## src/rtl/adc_agc_ctrl.sv

```systemverilog
// adc_agc_ctrl: automatic gain control for one ADC channel.
// Measures the peak |sample| over a programmable window and moves a
// 5-level gain ladder (att, amp_en) up or down. Each level change is
// followed by a settle hold-off. When enable is low, the manual settings
// pass through.
// Optional build macro AGC_DOR_FASTATTACK_EN: the ADC overrange flag forces
// an immediate attenuation step.
module adc_agc_ctrl #(
    parameter int WIDTH       = 8,
    parameter int CNT_WIDTH   = 16,
    parameter int LEVEL_RESET = 1
) (
    input  logic                 clk,
    input  logic                 resetn,
    input  logic                 enable,
    input  logic [1:0]           man_att,
    input  logic                 man_amp_en,
    input  logic [CNT_WIDTH-1:0] window_len,
    input  logic [CNT_WIDTH-1:0] settle_cycles,
    input  logic [WIDTH-1:0]     hi_thresh,
    input  logic [WIDTH-1:0]     lo_thresh,
    input  logic [WIDTH-1:0]     in,
    input  logic                 valid_in,
    input  logic                 dor_in,
    output logic [1:0]           att,
    output logic                 amp_en,
    output logic [2:0]           level,
    output logic                 step_up,
    output logic                 step_down,
    output logic [WIDTH-1:0]     peak
);

    typedef enum logic [1:0] {IDLE, MEASURE, DECIDE, SETTLE} state_t;

    state_t               state_q, state_d;
    logic [2:0]           level_q, level_d;
    logic [WIDTH-1:0]     acc_q, acc_d;
    logic [WIDTH-1:0]     peak_q, peak_d;
    logic [CNT_WIDTH-1:0] cnt_q, cnt_d;
    logic [CNT_WIDTH-1:0] scnt_q, scnt_d;
    logic [CNT_WIDTH-1:0] wlast_q, wlast_d;
    logic                 up_q, up_d, dn_q, dn_d;
    logic [1:0]           map_att;
    logic                 map_amp;
    logic [WIDTH-1:0]     sample_abs;
    logic [WIDTH-1:0]     acc_max;
    logic [CNT_WIDTH-1:0] wlast_load;
    logic                 dor_hit;

    // |x| as unsigned; the most negative code maps to 2^(WIDTH-1) without saturating
    assign sample_abs = in[WIDTH-1] ? (WIDTH'(0) - in) : in;
    assign acc_max    = (sample_abs > acc_q) ? sample_abs : acc_q;
    // index of the last sample in a window; a zero length behaves as one
    assign wlast_load = (window_len == '0) ? '0 : (window_len - CNT_WIDTH'(1));

`ifdef AGC_DOR_FASTATTACK_EN
    assign dor_hit = dor_in && ((state_q == MEASURE) || (state_q == DECIDE)) && (level_q < 3'd4);
`else
    // overrange flag has no effect in this build; the port stays for compatibility
    assign dor_hit = dor_in & 1'b0;
`endif

    // gain ladder: level -> front-end settings
    always_comb begin
        map_att = 2'd3;
        map_amp = 1'b0;
        case (level_q)
            3'd0:    begin map_att = 2'd0; map_amp = 1'b1; end
            3'd1:    begin map_att = 2'd0; map_amp = 1'b0; end
            3'd2:    begin map_att = 2'd1; map_amp = 1'b0; end
            3'd3:    begin map_att = 2'd2; map_amp = 1'b0; end
            default: begin map_att = 2'd3; map_amp = 1'b0; end
        endcase
    end

    // next-state logic: window measurement, decision, settle hold-off
    always_comb begin
        state_d = state_q;
        level_d = level_q;
        acc_d   = acc_q;
        peak_d  = peak_q;
        cnt_d   = cnt_q;
        scnt_d  = scnt_q;
        wlast_d = wlast_q;
        up_d    = 1'b0;
        dn_d    = 1'b0;
        if (!enable) begin
            state_d = IDLE;
            acc_d   = '0;
            cnt_d   = '0;
            scnt_d  = '0;
        end else if (dor_hit) begin
            // fast attack discards the window and pre-empts a pending decision
            level_d = level_q + 3'd1;
            up_d    = 1'b1;
            acc_d   = '0;
            cnt_d   = '0;
            scnt_d  = settle_cycles;
            state_d = SETTLE;
        end else begin
            case (state_q)
                IDLE: begin
                    acc_d   = '0;
                    cnt_d   = '0;
                    wlast_d = wlast_load;
                    state_d = MEASURE;
                end
                MEASURE: begin
                    if (valid_in) begin
                        acc_d = acc_max;
                        if (cnt_q == wlast_q) begin
                            cnt_d   = '0;
                            state_d = DECIDE;
                        end else begin
                            cnt_d = cnt_q + CNT_WIDTH'(1);
                        end
                    end
                end
                DECIDE: begin
                    peak_d = acc_q;
                    acc_d  = '0;
                    cnt_d  = '0;
                    if ((acc_q > hi_thresh) && (level_q < 3'd4)) begin
                        level_d = level_q + 3'd1;
                        up_d    = 1'b1;
                        scnt_d  = settle_cycles;
                        state_d = SETTLE;
                    end else if ((acc_q < lo_thresh) && (level_q != 3'd0)) begin
                        level_d = level_q - 3'd1;
                        dn_d    = 1'b1;
                        scnt_d  = settle_cycles;
                        state_d = SETTLE;
                    end else begin
                        wlast_d = wlast_load;
                        state_d = MEASURE;
                    end
                end
                SETTLE: begin
                    if (scnt_q == '0) begin
                        wlast_d = wlast_load;
                        state_d = MEASURE;
                    end else begin
                        scnt_d = scnt_q - CNT_WIDTH'(1);
                    end
                end
                default: state_d = IDLE;
            endcase
        end
    end

    // state and datapath registers
    always_ff @(posedge clk) begin
        if (!resetn) begin
            state_q <= IDLE;
            level_q <= 3'(LEVEL_RESET);
            acc_q   <= '0;
            peak_q  <= '0;
            cnt_q   <= '0;
            scnt_q  <= '0;
            wlast_q <= '0;
            up_q    <= 1'b0;
            dn_q    <= 1'b0;
        end else begin
            state_q <= state_d;
            level_q <= level_d;
            acc_q   <= acc_d;
            peak_q  <= peak_d;
            cnt_q   <= cnt_d;
            scnt_q  <= scnt_d;
            wlast_q <= wlast_d;
            up_q    <= up_d;
            dn_q    <= dn_d;
        end
    end

    // front-end controls: ladder value when active, manual values otherwise
    always_ff @(posedge clk) begin
        if (!resetn) begin
            att    <= 2'd0;
            amp_en <= 1'b0;
        end else if (enable) begin
            att    <= map_att;
            amp_en <= map_amp;
        end else begin
            att    <= man_att;
            amp_en <= man_amp_en;
        end
    end

    assign level     = level_q;
    assign step_up   = up_q;
    assign step_down = dn_q;
    assign peak      = peak_q;

endmodule

```

## config.mk

```make
export PLATFORM = sky130hd
export DESIGN_NAME = adc_agc_ctrl
export DESIGN_NICKNAME = d
export VERILOG_FILES = /design/src/rtl/adc_agc_ctrl.sv
export SDC_FILE = /design/constraint.sdc
export NUM_CORES = 1
export LEC_CHECK = 0
export CORE_MARGIN = 8
export CORE_UTILIZATION = 40
export CTS_CLUSTER_DIAMETER = 60
export CTS_CLUSTER_SIZE = 14
export DETAILED_ROUTE_END_ITERATION = 6
export SLEW_MARGIN = 40
export SYNTH_ARGS = -nofsm -noshare
export SYNTH_HDL_FRONTEND = slang
export SYNTH_SLANG_ARGS = --single-unit
```

## constraint.sdc

```tcl
create_clock -name clk -period 4.1 [get_ports clk]
set_input_delay 1.23 -clock clk [delete_from_list [all_inputs] [get_ports clk]]
set_output_delay 1.23 -clock clk [all_outputs]
set_load 0.01 [all_outputs]
```

==> flow_results.xml, run 1 <==
<?xml version="1.0" encoding="UTF-8"?>
<metrics>
  <group name="outcome">
    <metric name="run_status" unit="">completed</metric>
  </group>
  <group name="cells_and_area">
    <metric name="final_cell_count_no_fill" unit="">854</metric>
    <metric name="nets" unit="">804</metric>
    <metric name="diodes" unit="">0</metric>
    <metric name="area_growth_syn_to_layout" unit="%">29.3</metric>
    <metric name="drive_gt1_frac" unit="">0.0905</metric>
  </group>
  <group name="clocking">
    <metric name="cts_buffers" unit="">9</metric>
    <metric name="holdBufCountCts" unit="">0</metric>
    <metric name="tritoncts_clock_tree" unit="">done</metric>
    <metric name="clk_pin_slew_worst_paths" unit="ps">60</metric>
    <metric name="clockRootBuffer" unit="">sky130_fd_sc_hd__clkbuf_16</metric>
    <metric name="maximum_level_of_the_cts_h_tree" unit="">3</metric>
    <metric name="clk-insertion-delay-late" unit="ps">340</metric>
    <metric name="cts.path.max_buffers" unit="">2</metric>
    <metric name="cts_sinks" unit="">74</metric>
  </group>
  <group name="sta">
    <metric name="worst-slew-pin-transition" unit="ps">714</metric>
    <metric name="fmax" unit="MHz">253</metric>
    <metric name="setup_viol" unit="">0</metric>
    <metric name="rsz0062_at_grt" unit="">no</metric>
    <metric name="final_max_slew_viol_count" unit="">0</metric>
    <metric name="post_route_skew" unit="ps">6.51</metric>
    <metric name="final_period_minus_worst_setup_slack" unit="ps">3960</metric>
    <metric name="share_of_the_clock_period_used_by_the_worst_path" unit="">0.966</metric>
    <metric name="timing_hold_violations_final" unit="">0</metric>
    <metric name="max_slew_margin" unit="">0.519</metric>
  </group>
  <group name="drt">
    <metric name="dr.first_iter.drc_count" unit="">210</metric>
    <metric name="post-route-drc-count" unit="">0</metric>
    <metric name="final_antenna_net_count" unit="">0</metric>
    <metric name="first_pass_iters" unit="">5</metric>
    <metric name="avgViaCountPerCell" unit="">5.52</metric>
    <metric name="finalWirelength" unit="mm">13.4</metric>
    <metric name="drt-wirelength-per-cell" unit="um">15.7</metric>
    <metric name="dr_total_vias" unit="">4712</metric>
  </group>
  <group name="placement">
    <metric name="buffer_ports.inserted" unit="">78</metric>
    <metric name="post-dp-hpwl" unit="mm">10.3</metric>
    <metric name="globalplace.congestion" unit="">0.823</metric>
    <metric name="dp.cells" unit="">838</metric>
  </group>
  <group name="setup_path">
    <metric name="cp_slowest_stage_delay" unit="ps">420</metric>
    <metric name="worstPathCellList" unit="">clkdlybuf4s50_1 &gt; or3_1 &gt; or3_1 &gt; nor4b_2 &gt; buf_4 &gt; ha_1 &gt; and4_1 &gt; a221oi_2 &gt; a311oi_2 &gt; buf_4 &gt; o41ai_1</metric>
    <metric name="critPathKind" unit="">input port to flip-flop</metric>
    <metric name="timing.critical_path.max_delay_family" unit="">simple AND/OR/NAND/NOR gates</metric>
    <metric name="worstPathMaxFanout" unit="">4</metric>
    <metric name="wp_data_required" unit="ps">4320</metric>
    <metric name="arrival" unit="ps">4180</metric>
    <metric name="timing.critical_path.from_type" unit="">input port</metric>
    <metric name="critical-path-slowest-cell" unit="">sky130_fd_sc_hd__clkdlybuf4s50_1</metric>
    <metric name="critical_path.endpoint_type" unit="">flip-flop</metric>
    <metric name="cp_num_buf_inv" unit="">3</metric>
  </group>
  <group name="synth">
    <metric name="post_syn_instances" unit="">612</metric>
    <metric name="yosys_register_bits" unit="">74</metric>
    <metric name="avg_cell_area_syn" unit="um^2">7.95</metric>
    <metric name="synth-main-ff-cell" unit="">sky130_fd_sc_hd__dfxtp_1</metric>
    <metric name="asyncSetResetFlopFracSynth" unit="">0</metric>
    <metric name="synth_seq_area_share" unit="">0.305</metric>
    <metric name="synth_enable_flop_cells" unit="">0</metric>
    <metric name="ys.warnings.count" unit="">0</metric>
    <metric name="net_count_of_the_mapped_netlist" unit="">714</metric>
    <metric name="post_synth_num_cell_types" unit="">63</metric>
    <metric name="syn-cell-area" unit="um^2">4860</metric>
  </group>
  <group name="global_routing">
    <metric name="grt_max_degree" unit="">28</metric>
    <metric name="grtUsageTotal" unit="">0.173</metric>
    <metric name="globalRouteOverflowTotal" unit="">0</metric>
    <metric name="grt_first_pass_wirelength" unit="mm">22.8</metric>
    <metric name="grt_antenna_before_repair" unit="">0</metric>
    <metric name="vias_in_the_first_global_route" unit="">4750</metric>
  </group>
  <group name="hold_path">
    <metric name="timing.hold.worst.class" unit="">flip-flop to flip-flop</metric>
  </group>
  <group name="floorplan">
    <metric name="die_w" unit="um">126</metric>
    <metric name="number_of_cell_rows" unit="">40</metric>
    <metric name="fp.coreArea" unit="um^2">12000</metric>
    <metric name="floorplan.initialDensity" unit="">0.407</metric>
    <metric name="chipHeight" unit="um">126</metric>
    <metric name="dieArea" unit="um^2">15900</metric>
    <metric name="io-pin-count" unit="">80</metric>
  </group>
  <group name="power_and_ir_drop">
    <metric name="vdd_drop_max" unit="V">0.000223</metric>
    <metric name="p_total" unit="uW">1860</metric>
    <metric name="power_density" unit="nW/um^2">296</metric>
    <metric name="power_leakage" unit="uW">0.00248</metric>
  </group>
  <group name="run">
    <metric name="drv.max_cap_violation_count" unit="">0</metric>
  </group>
</metrics>
==> metrics by stage <==
step | area (um^2) | TNS (ps) | hold WS (ps) | setup WS [ps] | util
4_1_cts | 6270 | 0 | 461 | 135 | 0.524
3_3_place_gp | 5940 | -1530 | 443 | -237 | 0.497
2_1_floorplan | 4860 | 0 | 448 | 432 | -
6_report | 6290 | 0 | 455 | 141 | 0.526
3_5_place_dp | 5950 | -1430 | 453 | -217 | 0.498
5_1_grt | 6290 | 0 | 478 | 2.92 | 0.526
==> per-layer routing <==
layer | routed length (um) | up-vias | track usage
met1 | 6280 | 2211 | 0.212
met2 | 6330 | 113 | 0.291
met5 | 0 | - | 0
met3 | 531 | 18 | 0.0329
li1 | - | 2370 | -
met4 | 261 | 0 | 0.0701
==> area by class of cell <==
cell class	count	area (um^2)
clock inverter	6	90.1
sequential	74	1480
clock buffer	10	229
tap	147	184
inverter	42	158
timing repair buffer	105	996
multi-input combinational	470	3150
fill	1181	5670
==> registers in the layout, indices dropped and copies added, names as in the netlist <==
register and cells:
scnt_q 16, step_down 1, cnt_q 16, peak 8, step_up 1, amp_en 1
level 3, state_q 2, att 2, acc_q 8, wlast_q 16
==> logic make-up (layout without fill, tap and decap cells) <==
group | Yosys count | in the layout | synth area share
AND/OR/NAND/NOR | 241 | 241 | 0.243
buffers and inverters | 68 | 163 | 0.0543
XOR/XNOR | 43 | 43 | 0.0774
AO/OA/AOI/OAI | 129 | 129 | 0.184
adder cells (fa/ha/maj) | 38 | 38 | 0.0977
flip-flops | 74 | 74 | 0.305
multiplexers | 19 | 19 | 0.0394
==> power by group <==
group / leakage (uW) / internal [uW] / switching (uW)
registers: 0.000600 / 735 / 13.1
logic: 0.00173 / 141 / 124
clock network: 0.000153 / 535 / 315
total: 0.00248 / 1410 / 452
==> tightest hold or removal path, cell delays in order (launching register included) <==
cell and delay (ps):
sky130_fd_sc_hd__dfxtp_1 310, sky130_fd_sc_hd__nand2_1 50, sky130_fd_sc_hd__a21oi_1 50
==> worst paths after layout <==
kind	start	endpoint	slack (ps)	cells after the start
max reg2reg	scnt_q[0]$_SDFFE_PN0P_	wlast_q[0]$_SDFFE_PN0P_	1410	8
min reg2reg	peak[4]$_SDFFE_PN0P_	peak[4]$_SDFFE_PN0P_	460	2
min	peak[4]$_SDFFE_PN0P_	peak[4]$_SDFFE_PN0P_	460	2
max	in[4]	acc_q[3]$_SDFFE_PN0P_	140	11
==> cell usage after synthesis, drive strengths merged (16+ instances only) <==
cell    instances  area share
a21oi          37       0.039
clkbuf         19       0.015
dfxtp          74        0.30
ha             38       0.098
inv            42       0.032
mux2i          18       0.037
nand2         104       0.080
nand4          17       0.022
nor2           42       0.033
nor3           16       0.020
o21ai          19       0.020
xnor2          28       0.050
==> what timing repair did <==
item / in CTS / in global routing
resized for setup: 0 / 3
setup endpoints to repair: 0 / 8
buffers inserted: 0 / 0
==> cell usage in the layout, fill, tap and decap left out, drive strengths merged, types with 15 or more instances in the layout <==
| master | synthesis | layout |
|---|---|---|
| a21oi | 37 | 37 |
| buf | 7 | 27 |
| clkdlybuf4s50 | 0 | 78 |
| dfxtp | 74 | 74 |
| ha | 38 | 38 |
| inv | 42 | 43 |
| mux2i | 18 | 18 |
| nand2 | 104 | 104 |
| nand4 | 17 | 17 |
| nor2 | 42 | 42 |
| nor3 | 16 | 16 |
| o21ai | 19 | 19 |
| o32ai | 15 | 15 |
| xnor2 | 28 | 28 |
| xor2 | 15 | 15 |
(Power assumes the default switching activity.)
==> run 2: changes to the inputs <==
==> constraint.sdc (replaced) <==
create_clock -name clk -period 3.9 [get_ports clk]
set_input_delay 1.17 -clock clk [delete_from_list [all_inputs] [get_ports clk]]
set_output_delay 1.17 -clock clk [all_outputs]
set_load 0.01 [all_outputs]
==> run 2 against run 1 <==
Utilization about the same. First-iteration DRC count increased by 31%. Global-route usage decreased by 0.77 points. Sequential cell count unchanged. Critical endpoint is now acc_q[7]$_SDFFE_PN0P_. Largest cell class unchanged.
==> flow_results.xml, run 2 (synthesized netlist as in run 1, its figures left out) <==
<?xml version="1.0" encoding="UTF-8"?>
<metrics>
  <group name="clocking">
    <metric name="cts_buffers" unit="">9</metric>
    <metric name="tritoncts_clock_tree" unit="">done</metric>
    <metric name="holdBufCountCts" unit="">0</metric>
    <metric name="cts_sinks" unit="">74</metric>
    <metric name="clk-insertion-delay-late" unit="ps">330</metric>
    <metric name="maximum_level_of_the_cts_h_tree" unit="">3</metric>
    <metric name="clk_pin_slew_worst_paths" unit="ps">60</metric>
    <metric name="cts.path.max_buffers" unit="">2</metric>
    <metric name="clockRootBuffer" unit="">sky130_fd_sc_hd__clkbuf_16</metric>
  </group>
  <group name="sta">
    <metric name="final_period_minus_worst_setup_slack" unit="ps">3850</metric>
    <metric name="worst-slew-pin-transition" unit="ps">703</metric>
    <metric name="rsz0062_at_grt" unit="">yes</metric>
    <metric name="final_max_slew_viol_count" unit="">0</metric>
    <metric name="setup_viol" unit="">0</metric>
    <metric name="share_of_the_clock_period_used_by_the_worst_path" unit="">0.986</metric>
    <metric name="timing_hold_violations_final" unit="">0</metric>
    <metric name="max_slew_margin" unit="">0.527</metric>
    <metric name="fmax" unit="MHz">260</metric>
    <metric name="hold-worst-slack" unit="ps">451</metric>
    <metric name="totalNegativeSetupSlack" unit="ps">0</metric>
    <metric name="post_route_skew" unit="ps">5.06</metric>
  </group>
  <group name="cells_and_area">
    <metric name="final_cell_count_no_fill" unit="">854</metric>
    <metric name="area_growth_syn_to_layout" unit="%">29.3</metric>
    <metric name="mostFrequentLayoutCell" unit="">sky130_fd_sc_hd__nand2_1</metric>
    <metric name="layout.cells.most_common_list" unit="">sky130_fd_sc_hd__nand2_1, sky130_fd_sc_hd__clkdlybuf4s50_1, sky130_fd_sc_hd__dfxtp_1</metric>
    <metric name="final.fill_count" unit="">1136</metric>
    <metric name="utilization" unit="">0.526</metric>
    <metric name="diodes" unit="">0</metric>
    <metric name="drive_gt1_frac" unit="">0.0990</metric>
    <metric name="top_regs" unit="">cnt_q x16, scnt_q x16, wlast_q x16</metric>
    <metric name="nets" unit="">808</metric>
  </group>
  <group name="drt">
    <metric name="first_pass_iters" unit="">4</metric>
    <metric name="dr_total_vias" unit="">4697</metric>
    <metric name="dr.first_iter.drc_count" unit="">276</metric>
    <metric name="met3WireLength" unit="um">559</metric>
    <metric name="finalWirelength" unit="mm">13.2</metric>
    <metric name="drt-wirelength-per-cell" unit="um">15.4</metric>
    <metric name="detailroute.wirelength.met2" unit="mm">6.13</metric>
    <metric name="final_antenna_net_count" unit="">0</metric>
    <metric name="highest_metal_layer_with_signal_wires" unit="">met4</metric>
    <metric name="avgViaCountPerCell" unit="">5.50</metric>
    <metric name="post-route-drc-count" unit="">0</metric>
    <metric name="routed_metal_1_wirelength" unit="mm">6.30</metric>
  </group>
  <group name="floorplan">
    <metric name="chipHeight" unit="um">126</metric>
    <metric name="dieArea" unit="um^2">15900</metric>
    <metric name="fp.coreArea" unit="um^2">12000</metric>
    <metric name="die_w" unit="um">126</metric>
    <metric name="io-pin-count" unit="">80</metric>
    <metric name="floorplan.initialDensity" unit="">0.407</metric>
    <metric name="number_of_cell_rows" unit="">40</metric>
  </group>
  <group name="global_routing">
    <metric name="grtUsageTotal" unit="">0.165</metric>
    <metric name="globalRouteOverflowTotal" unit="">0</metric>
    <metric name="grt_max_degree" unit="">30</metric>
    <metric name="grt_first_pass_wirelength" unit="mm">21.8</metric>
    <metric name="vias_in_the_first_global_route" unit="">4647</metric>
    <metric name="grt_antenna_before_repair" unit="">0</metric>
  </group>
  <group name="placement">
    <metric name="buffer_ports.inserted" unit="">78</metric>
    <metric name="globalplace.congestion" unit="">0.833</metric>
    <metric name="dp.cells" unit="">841</metric>
    <metric name="post-dp-hpwl" unit="mm">10.2</metric>
  </group>
  <group name="setup_path">
    <metric name="critical_path.endpoint_type" unit="">flip-flop</metric>
    <metric name="timing.critical_path.from_type" unit="">input port</metric>
    <metric name="wp_data_required" unit="ps">4120</metric>
    <metric name="cp_slowest_stage_delay" unit="ps">440</metric>
    <metric name="critical-path-slowest-cell" unit="">sky130_fd_sc_hd__clkdlybuf4s50_1</metric>
    <metric name="critPathKind" unit="">input port to flip-flop</metric>
    <metric name="worstPathCellList" unit="">clkdlybuf4s50_1 &gt; or3_4 &gt; or3_4 &gt; nor4b_4 &gt; buf_4 &gt; ha_1 &gt; and4_4 &gt; a221oi_4 &gt; a311oi_2 &gt; buf_4 &gt; and3_1 &gt; a21o_1</metric>
    <metric name="arrival" unit="ps">4070</metric>
    <metric name="worstPathMaxFanout" unit="">4</metric>
  </group>
  <group name="power_and_ir_drop">
    <metric name="power_density" unit="nW/um^2">286</metric>
    <metric name="power_leakage" unit="uW">0.00251</metric>
    <metric name="vdd_drop_max" unit="V">0.000154</metric>
  </group>
  <group name="outcome">
    <metric name="run_status" unit="">completed</metric>
  </group>
  <group name="run">
    <metric name="drv.max_cap_violation_count" unit="">0</metric>
  </group>
  <group name="hold_path">
    <metric name="timing.hold.worst.class" unit="">flip-flop to flip-flop</metric>
  </group>
</metrics>
==> run 2: changes by cell type in the layout (fill, tap and decap cells not counted), sizes merged <==
cell / previous run / this run
clkbuf: 10 / 11
clkinv: 2 / 1
clkinvlp: 1 / 0
buf: 27 / 31
bufinv: 2 / 0
inv: 43 / 42
==> run 2: path summary, 6_finish.rpt <==
kind	startpoint	to	slack, ps	cells past startpoint
setup reg to reg	scnt_q[0]$_SDFFE_PN0P_	wlast_q[0]$_SDFFE_PN0P_	1250	8
setup / recovery	in[4]	acc_q[7]$_SDFFE_PN0P_	50	12
hold / removal	peak[0]$_SDFFE_PN0P_	peak[0]$_SDFFE_PN0P_	450	2
hold reg to reg	peak[0]$_SDFFE_PN0P_	peak[0]$_SDFFE_PN0P_	450	2
==> run 2: per-layer routing <==
metal  vias to the layer above  GRT usage
met3                        17     0.0333
met5                         -          0
met1                      2202      0.210
met4                         0     0.0602
li1                       2373          -
met2                       105      0.270
==> run 2: metrics by stage <==
step	area, um^2	setup slack [ps]	total power [uW]
floorplan	4860	292	948
global placement	5950	-255	1080
detailed placement	5960	-238	1080
CTS	6210	84.3	1800
global route	6290	-17.5	1880
finish	6290	54.5	1800
==> run 2: area by class of cell <==
| type | count | area, um^2 | area share |
|---|---|---|---|
| Inverter | 42 | 158 | 0.0251 |
| Clock inverter | 1 | 5.00 | 0.000795 |
| Clock buffer | 11 | 243 | 0.0386 |
| Sequential cell | 74 | 1480 | 0.235 |
| Timing Repair Buffer | 109 | 1010 | 0.161 |
| Multi-Input combinational cell | 470 | 3210 | 0.510 |
| Tap cell | 147 | 184 | 0.0292 |
==> run 2: critical path: cells and delay by family <==
kind | cells | cell delay [ps]
AOI/OAI and AO/OA | 3 | 530
adders and majority gates | 1 | 260
buffers and inverters | 3 | 760
and+or+nand+nor | 5 | 1350
==> run 2: what timing repair did <==
action	CTS	global route
endpoints found under the setup margin	0	8
setup buffers	0	1
resized for setup	0	12
==> run 2: where the power goes <==
group          switching (uW)  internal (uW)
combinational             135            155
clock                     289            432
sequential               13.6            774
==> run 3: changes to the inputs <==
--- a/config.mk
+++ b/config.mk
@@ -6,10 +6,11 @@
 export NUM_CORES = 1
 export LEC_CHECK = 0
 export CORE_MARGIN = 8
-export CORE_UTILIZATION = 40
+export CORE_UTILIZATION = 25
 export CTS_CLUSTER_DIAMETER = 60
 export CTS_CLUSTER_SIZE = 14
 export DETAILED_ROUTE_END_ITERATION = 6
+export HOLD_SLACK_MARGIN = 0.1
 export SLEW_MARGIN = 40
 export SYNTH_ARGS = -nofsm -noshare
 export SYNTH_HDL_FRONTEND = slang
==> run 3 against run 2 <==
Worst hold slack improved by 1.9 ps. Clock power increased by 20%. Cell count increased by 15%. Routed wire length increased by 2.9%. Sequential power about the same. Count of clock-buffer cells in the layout unchanged. Critical path type unchanged.
==> flow_results.xml, run 3 (synthesized netlist as in run 1, its figures left out) <==
<?xml version="1.0" encoding="UTF-8"?>
<metrics>
  <group name="clocking">
    <metric name="cts_buffers" unit="">9</metric>
    <metric name="maximum_level_of_the_cts_h_tree" unit="">3</metric>
    <metric name="cts_sinks" unit="">74</metric>
    <metric name="clockRootBuffer" unit="">sky130_fd_sc_hd__clkbuf_16</metric>
    <metric name="holdBufCountCts" unit="">0</metric>
    <metric name="cts.path.max_buffers" unit="">2</metric>
    <metric name="clk-insertion-delay-late" unit="ps">340</metric>
    <metric name="clk_pin_slew_worst_paths" unit="ps">60</metric>
    <metric name="tritoncts_clock_tree" unit="">done</metric>
  </group>
  <group name="cells_and_area">
    <metric name="layout.area.seq" unit="um^2">1480</metric>
    <metric name="mostFrequentLayoutCell" unit="">sky130_fd_sc_hd__nand2_1</metric>
    <metric name="top_regs" unit="">cnt_q x16, scnt_q x16, wlast_q x16</metric>
    <metric name="final.fill_count" unit="">2047</metric>
    <metric name="multi_input_comb_area" unit="um^2">3160</metric>
    <metric name="nets" unit="">813</metric>
    <metric name="layout.cells.most_common_list" unit="">sky130_fd_sc_hd__nand2_1, sky130_fd_sc_hd__clkdlybuf4s50_1, sky130_fd_sc_hd__dfxtp_1</metric>
    <metric name="diodes" unit="">0</metric>
    <metric name="final_cell_count_no_fill" unit="">981</metric>
    <metric name="drive_gt1_frac" unit="">0.103</metric>
    <metric name="utilization" unit="">0.337</metric>
    <metric name="area_growth_syn_to_layout" unit="%">33.6</metric>
    <metric name="postLayoutCellArea" unit="um^2">6500</metric>
  </group>
  <group name="setup_path">
    <metric name="cp_slowest_stage_delay" unit="ps">410</metric>
    <metric name="critical_path.endpoint_type" unit="">flip-flop</metric>
    <metric name="worstPathMaxFanout" unit="">5</metric>
    <metric name="critPathKind" unit="">input port to flip-flop</metric>
    <metric name="critical-path-slowest-cell" unit="">sky130_fd_sc_hd__clkdlybuf4s50_1</metric>
    <metric name="timing.critical_path.from_type" unit="">input port</metric>
    <metric name="worstPathCellList" unit="">clkdlybuf4s50_1 &gt; or3_1 &gt; or3_1 &gt; nor4b_2 &gt; buf_4 &gt; ha_1 &gt; and4_1 &gt; a311oi_2 &gt; nor3_1 &gt; buf_4 &gt; a32o_1</metric>
    <metric name="wp_data_required" unit="ps">4130</metric>
    <metric name="arrival" unit="ps">4000</metric>
  </group>
  <group name="power_and_ir_drop">
    <metric name="clock_power_share" unit="">0.446</metric>
    <metric name="vdd_drop_max" unit="V">0.000222</metric>
    <metric name="power_density" unit="nW/um^2">298</metric>
    <metric name="seq_power_share" unit="">0.406</metric>
    <metric name="power_leakage" unit="uW">0.00254</metric>
    <metric name="power_switching" unit="uW">483</metric>
    <metric name="power_switching_share" unit="">0.249</metric>
    <metric name="p_int" unit="uW">1450</metric>
    <metric name="pwr-share-comb" unit="">0.148</metric>
  </group>
  <group name="global_routing">
    <metric name="vias_in_the_first_global_route" unit="">4464</metric>
    <metric name="globalRouteOverflowTotal" unit="">0</metric>
    <metric name="grtUsageTotal" unit="">0.112</metric>
    <metric name="grt_first_pass_wirelength" unit="mm">22.1</metric>
    <metric name="grt_max_degree" unit="">26</metric>
    <metric name="grt_antenna_before_repair" unit="">0</metric>
  </group>
  <group name="sta">
    <metric name="post_route_skew" unit="ps">9.57</metric>
    <metric name="final_max_slew_viol_count" unit="">0</metric>
    <metric name="setup_viol" unit="">0</metric>
    <metric name="final_period_minus_worst_setup_slack" unit="ps">3760</metric>
    <metric name="hold-worst-slack" unit="ps">453</metric>
    <metric name="fmax" unit="MHz">266</metric>
    <metric name="share_of_the_clock_period_used_by_the_worst_path" unit="">0.965</metric>
    <metric name="rsz0062_at_grt" unit="">yes</metric>
    <metric name="max_slew_margin" unit="">0.473</metric>
    <metric name="worst_slack" unit="ps">136</metric>
    <metric name="timing_hold_violations_final" unit="">0</metric>
    <metric name="worst-slew-pin-transition" unit="ps">783</metric>
  </group>
  <group name="floorplan">
    <metric name="floorplan.initialDensity" unit="">0.252</metric>
    <metric name="io-pin-count" unit="">80</metric>
    <metric name="die_w" unit="um">155</metric>
    <metric name="fp.coreArea" unit="um^2">19300</metric>
    <metric name="chipHeight" unit="um">155</metric>
    <metric name="dieArea" unit="um^2">24200</metric>
    <metric name="number_of_cell_rows" unit="">51</metric>
  </group>
  <group name="drt">
    <metric name="dr_total_vias" unit="">4642</metric>
    <metric name="avgViaCountPerCell" unit="">4.73</metric>
    <metric name="finalWirelength" unit="mm">13.5</metric>
    <metric name="first_pass_iters" unit="">4</metric>
    <metric name="final_antenna_net_count" unit="">0</metric>
    <metric name="post-route-drc-count" unit="">0</metric>
    <metric name="drt-wirelength-per-cell" unit="um">13.8</metric>
    <metric name="dr.first_iter.drc_count" unit="">206</metric>
  </group>
  <group name="hold_path">
    <metric name="timing.hold.worst.class" unit="">flip-flop to flip-flop</metric>
  </group>
  <group name="run">
    <metric name="drv.max_cap_violation_count" unit="">0</metric>
  </group>
  <group name="placement">
    <metric name="dp_worst_setup_slack" unit="ps">-426</metric>
    <metric name="globalplace.congestion" unit="">0.787</metric>
    <metric name="placed_cell_area" unit="um^2">6160</metric>
    <metric name="dp.cells" unit="">965</metric>
    <metric name="post-dp-hpwl" unit="mm">10.2</metric>
    <metric name="buffer_ports.inserted" unit="">78</metric>
  </group>
  <group name="outcome">
    <metric name="run_status" unit="">completed</metric>
  </group>
</metrics>
==> run 3: cell count changes in the layout (fill, tap and decap cells not counted), sizes merged <==
cell	change
bufinv	+1
clkinvlp	+1
buf	+5
clkinv	+2
==> run 3: worst max-delay path: cells and delay by family <==
kind	cells	cell delay [ps]
buffers and inverters	3	720
AND/OR/NAND/NOR	5	1280
AO/OA/AOI/OAI	2	580
adder cells (fa/ha/maj)	1	230
==> run 3: layout make-up <==
type,instances,share of cell area
Clock buffer,11,0.0389
Clock inverter,5,0.00809
Inverter,42,0.0243
Multi-Input combinational cell,470,0.486
Sequential cell,74,0.228
Tap cell,265,0.0510
Timing Repair Buffer,114,0.164
==> run 3: timing repair <==
item,CTS,global route
resized for setup,1,4
setup buffers,0,0
setup endpoints to repair,8,8
pin swaps,0,1
endpoints found under the hold margin,0,0
==> run 3: final timing paths <==
path	startpoint	to	slack [ps]	cells past startpoint
worst max register to register	scnt_q[0]$_SDFFE_PN0P_	wlast_q[7]$_SDFFE_PN0P_	1210	8
worst max-delay path	in[4]	acc_q[5]$_SDFFE_PN0P_	140	11
worst min register to register	peak[0]$_SDFFE_PN0P_	peak[0]$_SDFFE_PN0P_	450	2
worst min-delay path	peak[0]$_SDFFE_PN0P_	peak[0]$_SDFFE_PN0P_	450	2
==> run 3: metal layers <==
metal	wire, um	GRT usage	vias to the layer above
met5	0	0	-
met4	249	0.0444	0
met3	886	0.0286	18
met2	6000	0.175	108
met1	6410	0.144	2132
li1	-	-	2384
==> run 3: metrics by stage <==
step | TNS [ps] | total power [uW]
3_3_place_gp | -2960 | 1090
6_report | 0 | 1940
3_5_place_dp | -3170 | 1090
4_1_cts | 0 | 1960
5_1_grt | -137 | 2020
2_1_floorplan | 0 | 948
==> run 3: power by group through the flow <==
stage	clock network, uW	registers (uW)	logic, uW
2_1_floorplan	0	800	148
3_3_place_gp	0	803	282
3_5_place_dp	0	803	284
4_1_cts	888	786	287
5_1_grt	914	788	318
6_report	865	787	287
